File: config.mk
export PLATFORM = sky130hd
export DESIGN_NAME = mem_access_stage
export DESIGN_NICKNAME = d
export VERILOG_FILES = /design/src/rtl/mem_access_stage.sv
export SDC_FILE = /design/constraint.sdc
export NUM_CORES = 1
export LEC_CHECK = 0
export BUFFER_PORTS_ARGS = -buffer_cell sky130_fd_sc_hd__buf_2
export CORE_ASPECT_RATIO = 1.25
export CORE_MARGIN = 4
export CORE_UTILIZATION = 40
export DETAILED_ROUTE_END_ITERATION = 7
export PLACE_DENSITY = 0.74
export RECOVER_POWER = 100
export SETUP_SLACK_MARGIN = 0.4
export SKIP_LAST_GASP = 1
export SLEW_MARGIN = 10
export SYNTH_ARGS = -nofsm -noshare
export SYNTH_HDL_FRONTEND = slang
export SYNTH_SLANG_ARGS = --single-unit
File: constraint.sdc
create_clock -name clk -period 4.8 [get_ports clk]
set_clock_uncertainty 0.1 [all_clocks]
set_input_delay 0.96 -clock clk [delete_from_list [all_inputs] [get_ports clk]]
set_output_delay 0.96 -clock clk [all_outputs]
set_load 0.03 [all_outputs]
File: src/rtl/mem_access_stage.sv
// Memory-access pipeline stage.
// Takes the registered EX/MEM fields, runs loads and stores one byte per cycle over the 8-bit
// RAM port and hands write-back fields to the MEM/WB register. While a transfer is in flight,
// stallreq holds the front of the pipeline.
//
// Ports:
//   clk, rst                  clock, asynchronous active-low reset
//   mem_wd/mem_wreg/mem_wdata destination, write enable, ALU result from EX/MEM
//   mem_aluop/mem_sub_aluop   operation class, funct3 in sub-op bits [2:0]
//   mem_mem_address/mem_reg2  effective address, store data
//   hold                      downstream stall, the result must be held
//   ram_busy                  RAM port owned by fetch, no new transfer may start
//   ram_din                   read byte, valid one cycle after its address
//   ram_addr/ram_dout/ram_we  byte-serial RAM port
//   wb_wd/wb_wreg/wb_wdata    write-back fields
//   stallreq                  stall request for the earlier stages
module mem_access_stage #(
    parameter int unsigned     OP_W     = 8,
    parameter int unsigned     SUBOP_W  = 8,
    parameter logic [OP_W-1:0] OP_LOAD  = OP_W'(8'h01),
    parameter logic [OP_W-1:0] OP_STORE = OP_W'(8'h02),
    parameter int unsigned     RAM_AW   = 17
) (
    input  logic               clk,
    input  logic               rst,
    input  logic [4:0]         mem_wd,
    input  logic               mem_wreg,
    input  logic [31:0]        mem_wdata,
    input  logic [OP_W-1:0]    mem_aluop,
    input  logic [SUBOP_W-1:0] mem_sub_aluop,
    input  logic [31:0]        mem_mem_address,
    input  logic [31:0]        mem_reg2,
    input  logic               hold,
    input  logic               ram_busy,
    input  logic [7:0]         ram_din,
    output logic [RAM_AW-1:0]  ram_addr,
    output logic [7:0]         ram_dout,
    output logic               ram_we,
    output logic [4:0]         wb_wd,
    output logic               wb_wreg,
    output logic [31:0]        wb_wdata,
    output logic               stallreq
);

    typedef enum logic [1:0] {StIdle, StAccess, StWait, StDone} state_e;

    state_e      state_q, state_d;
    logic [1:0]  cnt_q, cnt_d;
    logic [31:0] buf_q, buf_d;

    logic              is_load, is_store, is_mem, zext;
    logic [1:0]        last_idx;
    logic [1:0]        cnt_m1;
    logic [RAM_AW-1:0] base_addr;
    logic [31:0]       load_ext;
    logic              unused_hi;

    assign is_load   = (mem_aluop == OP_LOAD);
    assign is_store  = (mem_aluop == OP_STORE);
    assign is_mem    = is_load | is_store;
    assign zext      = mem_sub_aluop[2];
    assign base_addr = mem_mem_address[RAM_AW-1:0];
    assign cnt_m1    = cnt_q - 2'd1;
    assign unused_hi = ^{mem_mem_address[31:RAM_AW], mem_sub_aluop[SUBOP_W-1:3]};

    // Index of the last byte: 1, 2 or 4 byte transfers; funct3 size 11 is treated as a word.
    always_comb begin
        case (mem_sub_aluop[1:0])
            2'b00:   last_idx = 2'd0;
            2'b01:   last_idx = 2'd1;
            default: last_idx = 2'd3;
        endcase
    end

    always_comb begin
        case (mem_sub_aluop[1:0])
            2'b00:   load_ext = {{24{~zext & buf_q[7]}}, buf_q[7:0]};
            2'b01:   load_ext = {{16{~zext & buf_q[15]}}, buf_q[15:0]};
            default: load_ext = buf_q;
        endcase
    end

    always_comb begin
        state_d  = state_q;
        cnt_d    = cnt_q;
        buf_d    = buf_q;
        ram_addr = '0;
        ram_dout = '0;
        ram_we   = 1'b0;
        wb_wd    = '0;
        wb_wreg  = 1'b0;
        wb_wdata = '0;
        stallreq = 1'b0;

        unique case (state_q)
            StIdle: begin
                if (!is_mem) begin
                    wb_wd    = mem_wd;
                    wb_wreg  = mem_wreg;
                    wb_wdata = mem_wdata;
                end else begin
                    stallreq = 1'b1;
                    // ram_busy only gates the start; afterwards the transfer owns the port.
                    if (!ram_busy) begin
                        ram_addr = base_addr;
                        ram_we   = is_store;
                        ram_dout = is_store ? mem_reg2[7:0] : 8'h00;
                        cnt_d    = 2'd1;
                        if (last_idx != 2'd0) begin
                            state_d = StAccess;
                        end else begin
                            state_d = is_store ? StDone : StWait;
                        end
                    end
                end
            end
            StAccess: begin
                stallreq = 1'b1;
                ram_addr = base_addr + RAM_AW'(cnt_q);
                if (is_store) begin
                    ram_we   = 1'b1;
                    ram_dout = mem_reg2[{cnt_q, 3'b000} +: 8];
                end else begin
                    // Read data lags its address by one cycle.
                    buf_d[{cnt_m1, 3'b000} +: 8] = ram_din;
                end
                cnt_d = cnt_q + 2'd1;
                if (cnt_q == last_idx) begin
                    state_d = is_store ? StDone : StWait;
                end
            end
            StWait: begin
                stallreq = 1'b1;
                buf_d[{last_idx, 3'b000} +: 8] = ram_din;
                state_d = StDone;
            end
            StDone: begin
                wb_wd    = mem_wd;
                wb_wreg  = mem_wreg;
                wb_wdata = is_load ? load_ext : mem_wdata;
                if (!hold) begin
                    state_d = StIdle;
                    cnt_d   = '0;
                end
            end
        endcase

        // Reset silences every output immediately, even mid-transfer.
        if (!rst) begin
            ram_addr = '0;
            ram_dout = '0;
            ram_we   = 1'b0;
            wb_wd    = '0;
            wb_wreg  = 1'b0;
            wb_wdata = '0;
            stallreq = 1'b0;
        end
    end

    always_ff @(posedge clk or negedge rst) begin
        if (!rst) begin
            state_q <= StIdle;
            cnt_q   <= '0;
            buf_q   <= '0;
        end else begin
            state_q <= state_d;
            cnt_q   <= cnt_d;
            buf_q   <= buf_d;
        end
    end

endmodule

### After elaboration in Yosys (flattened, before gate mapping)

Cells that the tools add are included.

| word-level totals | value |
|---|---|
| latch bits | 0 |
| bits in writable memories | 0 |
| ROM bits | 0 |
| register bits | 36 |
| memories | 0 |
| bits of input ports | 130 |

| cells by class | value |
|---|---|
| bitwise logic cells | 4 |
| $mul | 0 |
| shift-type cells | 5 |
| order comparisons | 0 |
| reduce and logical (&&, ||, !) cells | 9 |
| div/mod/pow operators | 0 |
| multiplexer cells | 44 |
| eq/ne operators | 12 |
| add/subtract/negate cells | 5 |

Operator list:

| operator | number |
|---|---|
| $pmux W32 S2 | 3 |
| $mux W32 | 4 |
| $bwmux W32 | 2 |
| $shift A8 B7 Y32 const A | 2 |
| $shiftx A8 B7 Y32 | 2 |
| $mux W17 | 3 |
| $mux W8 | 5 |
| $pmux W17 S2 | 1 |
| $shiftx A32 B6 Y8 | 1 |
| $add A17 B2 Y17 | 1 |
| $pmux W8 S2 | 1 |
| $mux W2 | 7 |
| $neg A5 Y7 | 2 |
| $mux W5 | 2 |
| $ne A2 B2 Y1 const B | 5 |
| $pmux W5 S2 | 1 |
| $mux W1 | 9 |
| $eq A8 B1 Y1 const B | 1 |
| $eq A8 B2 Y1 const B | 1 |
| $pmux W2 S4 | 1 |
| $reduce_and A4 Y1 | 2 |
| $pmux W1 S2 | 3 |
| $pmux W2 S3 | 1 |
| $eq A2 B1 Y1 const B | 2 |
| other kinds (13) | 17 |

### Logic depth before layout (Yosys ltp)

Gate-level depths: netlist (run 1).

| logic depth | value |
|---|---|
| depth after elaboration | 7 |
| depth in mapped cells | 8 |

### Worst setup path before layout (run 1)

OpenSTA, ideal clock, no wires.

| timing | value |
|---|---|
| kind | in2out |
| from | in mem_aluop[5] |
| to | out ram_addr[12] |
| required time | 3.740 ns |
| arrival | 2.965 ns |
| path buffers | 2 |
| slack | 0.775 ns |
| cell stages on the path | 6 |
| path through | or4_4 > buf_6 > buf_6 > nor4_1 > nand2_1 > o21ai_0 |

| on the way | value |
|---|---|
| cells in the longest elaborated chain, start to end | 5 |

RTL lines:

| item | RTL line | RTL |
|---|---|---|
| start: declaration | 29 | `input logic [OP_W-1:0] mem_aluop,` |
| $eq A8 B1 Y1 / $eq A8 B2 Y1 (equally long branches) | 58, 59 |  |
| $or A1 B1 Y1 (*) | 60 | `assign is_mem = is_load \| is_store;` |
| $mux W17 (*) | 97 | `if (!is_mem) begin` |
| $pmux W17 S2 (*) | 95 | `unique case (state_q)` |
| $mux W17 (*) | 149 | `if (!rst) begin` |
| end: declaration | 36 | `output logic [RAM_AW-1:0] ram_addr,` |

Every way passes the cells marked *; elsewhere a longest branch is shown, timed or not.

### Final worst setup path (run 1)

| timing | value |
|---|---|
| from | in mem_aluop[5] |
| to | out ram_addr[15] |

The elaborated chain is that of the path after synthesis.

==> impl_metrics.tcl, run 1 <==
set metrics [dict create \
    status "finished, violations left" \
    violations "max-capacitance violations, max-slew violations" \
    clk_path_buf_depth 2 \
    groute.usage.overall_pct 20.7 \
    min_path_cells 2 \
    cts_setup_buffers 0 \
    min_from "buf_q[23]$_DFFE_PN0P_" \
    maxCapViolCount 1 \
    fin_setup_tns_ns 0 \
    core-area_um2 8240 \
    crit_type "in -> out" \
    rsz0062_at_grt "false" \
    synth_cells 402 \
    p_leak_nw 2.02 \
    cp-start-kind "input port" \
    die-area_um2 10000 \
    critPathRequiredTime_ns 3.74 \
    synth-seq-cells 36 \
    powerDensity_nw_per_um2 460 \
    synth_cell_types 55 \
    dp_hpwl_um 8320 \
    io_pins 195 \
    postLayoutCellArea_um2 4320 \
    ff2ff_path_depth 6 \
    syn_nets 543 \
    max_freq_ghz 0.230 \
    ant_nets 0 \
    path_max_fanout 14 \
    synthesis.area_um2 3390 \
    drt_first_pass_iters 4 \
    synth-edff-count 0 \
    fillers 824 \
    slew_viol_final 35 \
    reg2reg_slack_ns 1.42 \
    antenna_found_initial 1 \
    root_buffer "clkbuf_8" \
    via_count 3749 \
    syn2layout_area_growth_pct 27.6 \
    remaining_drc_errors 0 \
    maxSlewHeadroom_pct -19.7 \
    cp-end-kind "output pin" \
    grt_pass1_vias 3762 \
    clock_latency_ns 0.29 \
    numCtsBuffers 5 \
    cts_max_level 2 \
    setup_viol_count_final 0 \
    utilization_pct 52.4 \
    worst_ir_drop_vdd_uv 290 \
    grt.overflow.total 0 \
    grt_pass1_wl_um 17300 \
    path_clk_slew_ns 0.08 \
    diodes 0 \
    whs_endpoint "buf_q[23]$_DFFE_PN0P_" \
    die_h_um 111 \
    drt_iter0_drc 101 \
    viasPerCell 5.66 \
    wire_per_inst_um 16.2 \
    die_w_um 90.3 \
    placed_cell_area_um2 4310 \
    worst_pin_slew_ns 1.80 \
    worst_hold_path_type "reg -> reg" \
    finalHoldViolCount 0 \
    portBuffers 174 \
    synth.avg_cell_area_um2 8.43 \
    arrival_ns 3.28 \
    gp_routability_congestion 0.875 \
    synthArstFlopShare_pct 100 \
    wl_um 10700 \
    cts_tree "built" \
    fin_nets 705 \
    reg2reg_to "buf_q[27]$_DFFE_PN0P_" \
    row_count 37 \
    start_util_pct 41.1 \
    ys_warn_count 0 \
    min_period_ns 4.34 \
    cts_sinks 36 \
    cts_resized 0 \
    ctsHoldBuffers 0 \
    grt_max_degree 35 \
    drive_above_1_share_pct 28.3 \
    synth-seq-area-share_pct 26.6 \
    reg2reg_from "state_q[1]$_DFFE_PN0P_" \
    ys.flop_type "dfrtp_1" \
    period_share_pct 90.4 \
]
-- critical path, stage by stage --
cell,delay (ns)
buf_2,0.09
or4_1,0.83
nor4_1,0.66
nand2_1,0.19
a31oi_1,0.21
clkbuf_1,0.33
-- layer usage --
metal	routed length, µm	track usage [%]	vias to the layer above
li1	-	-	1795
met2	5340	37.2	170
met4	190	6.23	2
met1	4330	24.7	1765
met5	19	0	-
met3	839	4.21	17
-- registers in the layout (all words and copies together) (netlist names) --
register / flops
state_q: 2
cnt_q: 2
buf_q: 32
-- cell families after synthesis --
group | after synthesis | share of synthesized area (%)
AND/OR/NAND/NOR | 145 | 22.4
buffers and inverters | 53 | 6.54
adder cells (fa/ha/maj) | 11 | 4.29
AO/OA/AOI/OAI | 121 | 26.7
multiplexers | 31 | 12.2
XOR/XNOR | 5 | 1.29
flip-flops | 36 | 26.6
-- worst max path at each step --
stage | startpoint | to | slack (ns) | depth (start not counted)
CTS | mem_aluop[1] | wb_wdata[3] | 0.51 | 6
global placement | mem_aluop[1] | wb_wdata[3] | 0.57 | 6
global route | mem_aluop[4] | wb_wdata[19] | 0.29 | 7
detailed placement | mem_aluop[1] | wb_wdata[3] | 0.53 | 6
finish | mem_aluop[5] | ram_addr[15] | 0.46 | 6
floorplan | mem_aluop[5] | ram_addr[12] | 0.77 | 6
-- metrics by stage --
step / power (mW) / instances / setup slack [ns] / hold WS (ns)
2_1_floorplan: 1.44 / 402 / 0.775 / 0.350
3_3_place_gp: 1.74 / 653 / 0.571 / 0.365
5_1_grt: 2.14 / 662 / 0.289 / 0.415
6_report: 1.99 / 662 / 0.461 / 0.390
4_1_cts: 2.02 / 661 / 0.514 / 0.393
3_5_place_dp: 1.78 / 653 / 0.529 / 0.375
-- cell type report --
cell class                 count  area [µm²]  area share [%]
multi-input combinational    313        2240            51.7
sequential                    36         901            20.8
timing repair buffer         179         861            19.9
tap                           97         121            2.81
inverter                      29         109            2.52
clock buffer                   7        86.3            2.00
clock inverter                 1        7.51           0.174
-- synthesized netlist by cell type, types with 5 or more instances --
master     count  area share [%]
nor2b_1       17             3.1
ha_1          10             3.7
clkbuf_1      16             1.8
buf_2          6            0.89
and2_1         6             1.1
a22oi_1       14             3.1
dfrtp_1       36              27
nand3_1       12             1.8
inv_1         29             3.2
mux2i_1       22             6.5
nand2_1       49             5.4
mux4_2         8             5.3
a21oi_1        9             1.3
o21a_1         6             1.3
a22o_1        24             6.2
nor2_1        23             2.5
o21ai_0       28             4.1
o2bb2ai_1     16             4.1
nor4_1         5            0.92
nor3_1         9             1.3
-- where the power goes --
group / internal, mW / total, mW / leakage, nW / switching [mW]
clock network: 0.117 / 0.234 / 0.0445 / 0.117
registers: 0.439 / 0.532 / 0.477 / 0.0929
logic: 0.461 / 1.22 / 1.50 / 0.763
-- placed cells by master (no fill, tap or decap), types with 3 or more instances in the layout --
| cell | count |
|---|---|
| clkbuf_8 | 6 |
| nor2_1 | 23 |
| mux2i_1 | 22 |
| buf_2 | 133 |
| nand4_1 | 3 |
| o2bb2ai_1 | 16 |
| xor2_1 | 3 |
| o21a_1 | 6 |
| or3_1 | 3 |
| nand2_1 | 49 |
| a2bb2oi_1 | 4 |
| and2_0 | 4 |
| nor3_1 | 9 |
| inv_1 | 29 |
| nor2b_1 | 17 |
| o21ai_0 | 28 |
| nand3_1 | 12 |
| clkbuf_1 | 43 |
| a31oi_1 | 3 |
| nor4_1 | 6 |
| buf_4 | 3 |
| a21oi_1 | 10 |
| a22o_1 | 24 |
| mux4_2 | 8 |
| o211ai_1 | 3 |
| dfrtp_1 | 36 |
| ha_1 | 10 |
| a22oi_1 | 14 |
| nand3b_1 | 3 |
No activity file was read; power rests on OpenSTA's default activity.
==> run 2, diff against run 1 <==
Settings changed: ABC_AREA from default to 1, MAX_ROUTING_LAYER from default to met4, PLACE_DENSITY 0.74 to 0.71.
==> run 2 against run 1 <==
Effect of this change:
- largest power group unchanged
- the flow still finishes with violations (max-capacitance violations, max-slew violations)
- clock power increased by 41%
- global-route usage is 1.1 points higher
- largest cell class unchanged
- utilization is 1.7 points lower
- highest routed layer is now met4
==> impl_metrics.tcl, run 2 <==
set metrics [dict create \
    status "finished, violations left" \
    violations "max-capacitance violations, max-slew violations" \
    diodes 0 \
    numCtsBuffers 5 \
    syn_nets 839 \
    die-area_um2 11600 \
    setup_viol_count_final 0 \
    path_clk_slew_ns 0.05 \
    clock_latency_ns 0.28 \
    syn2layout_area_growth_pct 23.5 \
    utilization_pct 50.8 \
    io_pins 195 \
    worst_pin_slew_ns 1.99 \
    arrival_ns 2.97 \
    portBuffers 174 \
    die_w_um 97.1 \
    drt_first_pass_iters 4 \
    clk_path_buf_depth 2 \
    whs_ns 0.372 \
    grt.overflow.total 0 \
    synth_area_leader_cell "nand2_1" \
    startpoint "mem_aluop[4]" \
    start_util_pct 41.1 \
    remaining_drc_errors 0 \
    synth-edff-count 0 \
    finalHoldViolCount 0 \
    cts_tree "built" \
    dp_cells 973 \
    crit_end "ram_dout[2]" \
    die_h_um 119 \
    root_buffer "clkbuf_16" \
    groute.usage.overall_pct 21.8 \
    core-area_um2 9660 \
    dp_hpwl_um 9860 \
    wl_um 12600 \
    finalNonFillerCells 981 \
    cts_max_level 2 \
    layout_commonest_cell "nand2_1" \
    reg_top3 "buf_q: 32 flops, cnt_q: 2 flops, state_q: 2 flops" \
    ant_nets 0 \
    regMostFlops "buf_q" \
    cts_sinks 36 \
    powerDensity_nw_per_um2 467 \
    row_count 40 \
    grt_max_degree 37 \
    p_leak_nw 2.30 \
    ys_warn_count 0 \
    fin_setup_tns_ns 0 \
    fin_nets 995 \
    critPathRequiredTime_ns 3.74 \
    period_share_pct 84.0 \
    wire_per_inst_um 12.9 \
    reg2reg_from "cnt_q[0]$_DFFE_PN0P_" \
    antenna_found_initial 0 \
    synth_cell_types 35 \
    ctsHoldBuffers 0 \
    synth.most_common_cell "nand2_1" \
    synth-seq-area-share_pct 22.7 \
    ff2ff_path_depth 8 \
    cts_resized 0 \
    path_max_fanout 9 \
    worst_hold_path_type "reg -> reg" \
    layout_common_cells "nand2_1 (242), buf_2 (112), nor2_1 (82)" \
    gp_routability_congestion 0.955 \
    cp-start-kind "input port" \
    placed_cell_area_um2 4870 \
    grt_pass1_vias 4568 \
    rsz0062_at_grt "false" \
    grt_pass1_wl_um 21000 \
    synthArstFlopShare_pct 100 \
    via_count 4910 \
    reg2reg_to "buf_q[27]$_DFFE_PN0P_" \
    min_period_ns 4.03 \
    setup_ws_ns 0.767 \
    reg2reg_slack_ns 1.42 \
    viasPerCell 5.01 \
    synth-seq-cells 36 \
    drive_above_1_share_pct 16.5 \
    synth.area.top_cells "nand2_1 (23%), dfrtp_1 (23%), a21oi_1 (9.5%)" \
    synth.avg_cell_area_um2 5.69 \
    ys.flop_type "dfrtp_1" \
    synth_cells 698 \
    cp-end-kind "output pin" \
    drt_iter0_drc 205 \
    synth_top_area_share_pct 22.8 \
    synth_common_cells "nand2_1 (241), nor2_1 (82), a21oi_1 (75)" \
    slew_viol_final 37 \
    crit_type "in -> out" \
    maxSlewHeadroom_pct -33.0 \
    maxCapViolCount 1 \
    largest_reg_flops 32 \
    power_mw 2.29 \
    dp_slack_ns 1.05 \
    max_freq_ghz 0.248 \
    cts_setup_buffers 0 \
    postLayoutCellArea_um2 4900 \
    synthesis.area_um2 3970 \
    worst_ir_drop_vdd_uv 198 \
]
-- run 2: cell count changes after synthesis, moves of 24 or more --
cell	before	now
a21oi_1	9	75
a22o_1	24	0
nand3_1	12	50
nor2_1	23	82
nand2_1	49	241
-- run 2: worst min path at each step --
| stage | from | end | slack, ns | cells after the start |
|---|---|---|---|---|
| 6_report | buf_q[20]$_DFFE_PN0P_ | buf_q[20]$_DFFE_PN0P_ | 0.37 | 2 |
| 3_5_place_dp | buf_q[22]$_DFFE_PN0P_ | buf_q[22]$_DFFE_PN0P_ | 0.36 | 2 |
| 5_1_grt | buf_q[19]$_DFFE_PN0P_ | buf_q[19]$_DFFE_PN0P_ | 0.41 | 2 |
| 2_1_floorplan | buf_q[16]$_DFFE_PN0P_ | buf_q[16]$_DFFE_PN0P_ | 0.34 | 2 |
| 4_1_cts | buf_q[20]$_DFFE_PN0P_ | buf_q[20]$_DFFE_PN0P_ | 0.38 | 2 |
| 3_3_place_gp | buf_q[18]$_DFFE_PN0P_ | buf_q[18]$_DFFE_PN0P_ | 0.36 | 2 |
-- run 2: worst max-delay path, stage by stage --
cell and delay [ns]:
buf_2 0.09, inv_1 0.04, nand2_1 0.07, nor2_4 0.19, nand2_4 0.09, nor3_1 0.90, nand2_1 0.10, a21oi_1 0.17
clkbuf_1 0.34
-- run 2: cell type report --
type | count | area [µm²]
repair buffers | 180 | 831
well taps | 126 | 158
fillers | 1104 | 4760
inverters | 59 | 221
clock inverters | 1 | 7.51
clock buffers | 7 | 143
flip-flops and latches | 36 | 901
multi-input cells | 572 | 2640
-- run 2: layer usage --
| metal | vias to the layer above | part of all wire [%] | track usage (%) |
|---|---|---|---|
| li1 | 2581 | - | - |
| met1 | 2137 | 44 | 27.4 |
| met2 | 180 | 47 | 37.0 |
| met3 | 12 | 7.9 | 2.81 |
| met4 | 0 | 1.4 | 5.79 |
| met5 | - | 0 | - |
-- run 2: power by group --
part	total, mW	switching (mW)	internal (mW)
Clock	0.331	0.125	0.207
Sequential	0.527	0.0994	0.427
Combinational	1.43	1.03	0.406
Total	2.29	1.25	1.04
-- run 2: cell families after synthesis --
group                      Yosys count  synth area share, %
AOI/OAI and AO/OA                  158                 21.4
xor gates and xnor gates             1                0.221
adders and majority gates           11                 3.66
buffers and inverters               90                 9.93
DFF                                 36                 22.7
and+or+nand+nor                    402                 42.1
